$ cat config.mk
export PLATFORM = sky130hd
export DESIGN_NAME = pc_unit
export DESIGN_NICKNAME = d
export VERILOG_FILES = /design/src/rtl/pc_unit.sv
export SDC_FILE = /design/constraint.sdc
export NUM_CORES = 1
export LEC_CHECK = 0
export CORE_MARGIN = 4
export CORE_UTILIZATION = 50
export CTS_CLUSTER_SIZE = 8
export DETAILED_ROUTE_END_ITERATION = 8
export DONT_BUFFER_PORTS = 1
export GPL_ROUTABILITY_DRIVEN = 0
export GPL_TIMING_DRIVEN = 0
export SETUP_SLACK_MARGIN = 0.5
export SYNTH_ARGS = -nofsm -noshare
export SYNTH_HDL_FRONTEND = slang
export SYNTH_SLANG_ARGS = --single-unit
export TNS_END_PERCENT = 50
$ cat constraint.sdc
create_clock -name clk -period 9.3 [get_ports clk]
set_clock_uncertainty 0.15 [all_clocks]
set_input_delay 1.86 -clock clk [delete_from_list [all_inputs] [get_ports clk]]
set_output_delay 1.86 -clock clk [all_outputs]
set_load 0.005 [all_outputs]
$ cat src/rtl/pc_unit.sv
// rtl/pc_unit.sv - fetch-stage program counter with branch resolution, halt and misaligned-target trap
module pc_unit #(
    parameter int               WIDTH        = 32,
    parameter logic [WIDTH-1:0] RESET_VECTOR = '0,
    parameter logic [WIDTH-1:0] TRAP_VECTOR  = WIDTH'('h100),
    parameter logic [6:0]       HALT_OPCODE  = 7'h7F
) (
    input  logic             clk,
    input  logic             rst,
    input  logic             stall,
    input  logic [6:0]       opcode,
    input  logic [2:0]       funct3,
    input  logic [WIDTH-1:0] rs1_val,
    input  logic [WIDTH-1:0] rs2_val,
    input  logic [WIDTH-1:0] imm,
    input  logic             resume,
    input  logic             trap_ack,
    output logic [WIDTH-1:0] pc,
    output logic [WIDTH-1:0] link_addr,
    output logic             taken,
    output logic             halted,
    output logic             trap_pending,
    output logic [WIDTH-1:0] epc
);

    localparam logic [6:0] OP_BRANCH = 7'b1100011;
    localparam logic [6:0] OP_JAL    = 7'b1101111;
    localparam logic [6:0] OP_JALR   = 7'b1100111;

    typedef enum logic [1:0] {ST_RUN, ST_HALT, ST_TRAP} state_t;

    state_t           state_q, state_d;
    logic [WIDTH-1:0] pc_q, pc_d;
    logic [WIDTH-1:0] epc_q, epc_d;

    logic [WIDTH-1:0] pc_plus4;
    logic [WIDTH-1:0] jalr_sum;
    logic [WIDTH-1:0] target;
    logic             cond;
    logic             want_redirect;
    logic             is_halt;
    logic             misaligned;

    assign pc_plus4 = pc_q + WIDTH'(4);
    assign jalr_sum = rs1_val + imm;
    assign target   = (opcode == OP_JALR) ? {jalr_sum[WIDTH-1:1], 1'b0} : (pc_q + imm);
    assign misaligned = (target[1:0] != 2'b00);
    assign is_halt  = (opcode == HALT_OPCODE);

    always_comb begin
        cond = 1'b0;
        case (funct3)
            3'b000:  cond = (rs1_val == rs2_val);
            3'b001:  cond = (rs1_val != rs2_val);
            3'b100:  cond = ($signed(rs1_val) <  $signed(rs2_val));
            3'b101:  cond = ($signed(rs1_val) >= $signed(rs2_val));
            3'b110:  cond = (rs1_val <  rs2_val);
            3'b111:  cond = (rs1_val >= rs2_val);
            default: cond = 1'b0;
        endcase
    end

    // Halt takes priority, so a redirect is never reported on the halt instruction itself.
    assign want_redirect = ((opcode == OP_BRANCH) && cond) || (opcode == OP_JAL) || (opcode == OP_JALR);
    assign taken = (state_q == ST_RUN) && !stall && !is_halt && want_redirect;

    always_ff @(posedge clk) begin
        if (!rst) begin
            state_q <= ST_RUN;
            pc_q    <= RESET_VECTOR;
            epc_q   <= '0;
        end else begin
            state_q <= state_d;
            pc_q    <= pc_d;
            epc_q   <= epc_d;
        end
    end

    always_comb begin
        state_d = state_q;
        case (state_q)
            ST_RUN: begin
                if (!stall) begin
                    if (is_halt)                 state_d = ST_HALT;
                    else if (taken && misaligned) state_d = ST_TRAP;
                end
            end
            ST_HALT: if (resume && !stall)   state_d = ST_RUN;
            ST_TRAP: if (trap_ack && !stall) state_d = ST_RUN;
            default: state_d = ST_RUN;
        endcase
    end

    always_comb begin
        pc_d  = pc_q;
        epc_d = epc_q;
        case (state_q)
            ST_RUN: begin
                if (!stall && !is_halt) begin
                    if (taken && misaligned) begin
                        pc_d  = TRAP_VECTOR;
                        epc_d = pc_q;
                    end else if (taken) begin
                        pc_d = target;
                    end else begin
                        pc_d = pc_plus4;
                    end
                end
            end
            // Resuming steps past the halt instruction rather than re-executing it.
            ST_HALT: if (resume && !stall) pc_d = pc_plus4;
            default: pc_d = pc_q;
        endcase
    end

    assign pc           = pc_q;
    assign epc          = epc_q;
    assign link_addr    = pc_plus4;
    assign halted       = (state_q == ST_HALT);
    assign trap_pending = (state_q == ST_TRAP);

endmodule

==> results.md <==
- The part of the power in combinational logic is 0.323.
- The worst setup path is launched from an input port.
- Across all register-to-register paths, the minimum setup slack is 5530 ps.
- The routed layout has 8323 vias.
- The first-pass GRT wire length is 42.1 mm.
- The final-layout setup total negative slack is 0 ps.
- In this run the static leakage power is 3.63 nW.
- The number of routed nets with antenna violations is 0.
- The share of synthesized registers carrying an async set or reset is 0.
- In the finished design, the share of the clock period the worst path needs comes to 0.729.
- The clock reaches the later pin of the worst-skew pair after ~340 ps.
- The die is 136 microns wide.
- For this run, the top clock speed supported by timing is 148 MHz.
- In this run, post-CTS hold repair placed 0 buffers.
- The wire-length estimate of the detail-placed layout is 23.4 mm.
- The max-slew violation count is 10.
- In this run the vertical extent of the chip is between 100 and 150 microns.
- The dominant register cell in the synthesized netlist is dfxtp_1.
- The critical path class is input port to output port.
- The worst path required time is 7290 ps.
- The switching power summed over all nets is 0.330 mW.
- The global-route usage over all layers is 0.292.
- The final layout contains routed wiring with a total length of approximately 28 mm.
- The number of global-route vias before repair was 7777.
- The clock tree from TritonCTS is built.
- The checks that failed: capacitance limit, slew limit.
- The number of buffers added for setup after CTS is 0.
- At the pin with the least slew margin, the transition time is 1520 ps.
- The tightest min-delay check is of the flip-flop to flip-flop type.
- Compared with the post-synthesis result, the final layout area differs by 6.95%.
- The number of antenna diodes in the final layout is 0.
- The number of max-cap violations is 1.
- The worst slew margin relative to its limit is -0.0186.
- The initial core utilization is 0.514.
- The critical register-to-register path startpoint is pc[0]$_SDFFE_PN0P_.
- The I/O pin count is between 200 and 250.
- The aggregate global routing overflow is 0.
- The H-tree generated during clock tree synthesis spans 3 levels.
- The clock transition time at the flip-flop clock pins of the worst setup and hold paths is 50 ps.
- The violation count after the first detailed-routing iteration is 635.
- The die covers 18600 sq um.
- The top cell types in the final layout, fill and taps aside, are nor2_1 (114), ha_1 (94), o21ai_0 (75), a21oi_1 (75), nand2_1 (72).
- The maximum clock path buffer count is 2.
- The run finished, with violations left.
- Of the total power, the share spent switching nets is 0.349.
- Using the TritonRoute via totals, the vias-per-cell ratio works out to 6.26.
- Cell internal power was estimated by the tool at 0.616 mW.
- Leaving out fill and tap cells, the most frequent cell in the layout is nor2_1.
- STA classifies the critical path endpoint as an output port.
- IR analysis of the VDD net gives a maximum drop of 0.0000862 V.
- The number of buffer cells added on primary ports is 0.
- The endpoint identified for the worst register-to-register timing path is pc[18]$_SDFFE_PN0P_.
- Data arrives at the worst endpoint at 4770 ps.
- Each instance of the synthesized netlist takes up on average 7.49 sq um.
- The filler cells instantiated in the layout total 1674.
- Once the clock tree was built, the resizer swapped 0 gates to a different size.
- The pin count of the biggest net entering global routing is 13.
- Counting cells, the worst reg-to-reg path comes to 9.
- In the final design database the tool counted roughly 1300 nets.
- Setup repair after global routing left no endpoint under its margin.
- For this run, the number of Yosys warnings is 0.
- The proportion of power drawn by the clock network is 0.356.
- The core region is 16000 sq um.
- The first detailed-routing pass took 5 iterations.
- Clock tree synthesis found a total of 66 sinks.
- The distinct cell type count after synthesis is 87.
- In this run, synthesis produced a sequential element count of 66.
- Of the synthesized area, sequential elements account for 0.161.
- The share of total power dissipated in sequential elements is 0.320.
- In the final layout, the share of cells above drive strength 1 is 0.0557.
- The largest driver fanout on the critical path is 9.
- Clock tree synthesis inserted a total of 9 buffers.
- For the finished layout, the period the worst path requires is 6780 ps.
- The summed instance area of the synthesized netlist is 8220 sq um.
- Setup violations remaining at the end of the flow were counted as 0.
- After detailed routing, the number of remaining DRC violations is 0.
- The startpoint of the worst hold path is epc[30]$_SDFFE_PN0P_.
- The initial antenna violation count is 0.
- The number of cells on the worst hold path is 2.
- Dividing the detail-routed wire length by the instance count gives 21.1 microns.
- The number of nets in the synthesized netlist is roughly 1300.
- The number of synthesized flops with an enable pin is 0.
- The utilization after layout is 0.550.
- Dividing total power by cell area gives a power density of 108 nW/um^2.
- The hold path endpoint is epc[30]$_SDFFE_PN0P_.
- The cell count after synthesis is 1098.
- The number of failing hold endpoints at the final stage is 0.
- The row count is 46.
- The master cell of the clock root buffer is clkbuf_16.
==> power groups by stage <==
stage | Sequential, mW | Combinational, mW | Clock, mW
floorplan | 0.303 | 0.236 | 0
global placement | 0.309 | 0.300 | 0
detailed placement | 0.309 | 0.301 | 0
CTS | 0.303 | 0.303 | 0.339
global route | 0.304 | 0.342 | 0.354
finish | 0.303 | 0.306 | 0.337
==> registers in the layout (all words and copies together), names as in the netlist <==
name / count
state_q: 2
pc: 32
epc: 32
==> metal layers <==
layer	global-route usage	part of all wire	wire [microns]	up-vias
li1	-	-	-	4092
met1	0.369	0.43	12000	3868
met2	0.487	0.46	13000	311
met3	0.0777	0.083	2320	52
met4	0.0885	0.026	722	0
met5	0	0	0	-
==> critical path: stages <==
cell and delay, ps:
inv_1 20, ha_1 400, nand4_2 200, nor4_4 510
o41a_1 400, nor4b_1 130, or2_2 340, buf_8 160
a21oi_1 730
==> through the flow <==
| stage | worst slack (ps) | hold slack (ps) | instance area (sq um) | instances | total power, mW |
|---|---|---|---|---|---|
| floorplan | 3310 | 335 | 8220 | 1098 | 0.538 |
| global placement | 2620 | 353 | 8490 | 1314 | 0.609 |
| detailed placement | 2660 | 368 | 8490 | 1314 | 0.610 |
| CTS | 2640 | 381 | 8790 | 1330 | 0.945 |
| global route | 2380 | 402 | 8790 | 1330 | 1.00 |
| finish | 2520 | 369 | 8790 | 1330 | 0.946 |
==> kinds of logic after synthesis <==
family                     share of synthesized area
adders and majority gates                      0.148
and+or+nand+nor                                0.226
muxes                                         0.0540
xor gates and xnor gates                      0.0831
buffers and inverters                         0.0648
DFF                                            0.161
AOI/OAI and AO/OA                              0.263
==> Yosys cell counts (all sizes together), types with 4 or more instances <==
library cell,count,share of area
a2111oi,6,0.0072
a211o,4,0.0043
a211oi,20,0.019
a21boi,5,0.0050
a21o,22,0.020
a21oi,76,0.048
a2bb2oi,4,0.0043
a31oi,24,0.018
and2,7,0.0053
and3,16,0.012
buf,18,0.021
clkbuf,34,0.018
dfxtp,66,0.16
ha,94,0.14
inv,57,0.026
mux2i,41,0.050
nand2,72,0.033
nand2b,7,0.0053
nand3,49,0.030
nand4,23,0.019
nor2,114,0.052
nor2b,7,0.0053
nor3,39,0.024
nor4,9,0.0094
o211ai,11,0.010
o21a,15,0.014
o21ai,78,0.048
o21bai,10,0.0091
o22ai,5,0.0038
o31ai,9,0.0082
or2,4,0.0030
or3,12,0.0094
or4,6,0.0056
xnor2,43,0.046
xor2,35,0.037
==> worst max path at each step <==
stage	start	to	slack, ps	cells after the start
finish	rs2_val[31]	taken	2520	9
global route	rs2_val[13]	taken	2380	10
CTS	rs2_val[31]	taken	2640	9
detailed placement	rs2_val[31]	taken	2660	9
global placement	rs2_val[31]	taken	2620	9
floorplan	rs2_val[9]	taken	3310	10
==> cell type report <==
cell class                 count  area (sq um)  share of cell area
tap                          216           270              0.0307
multi-input combinational    923          6370               0.725
inverter                      57           214              0.0243
clock inverter                 7          70.1             0.00797
buffer                        52           319              0.0363
clock buffer                   9           225              0.0256
sequential                    66          1320               0.150
Power figures use the tool's default switching activity.
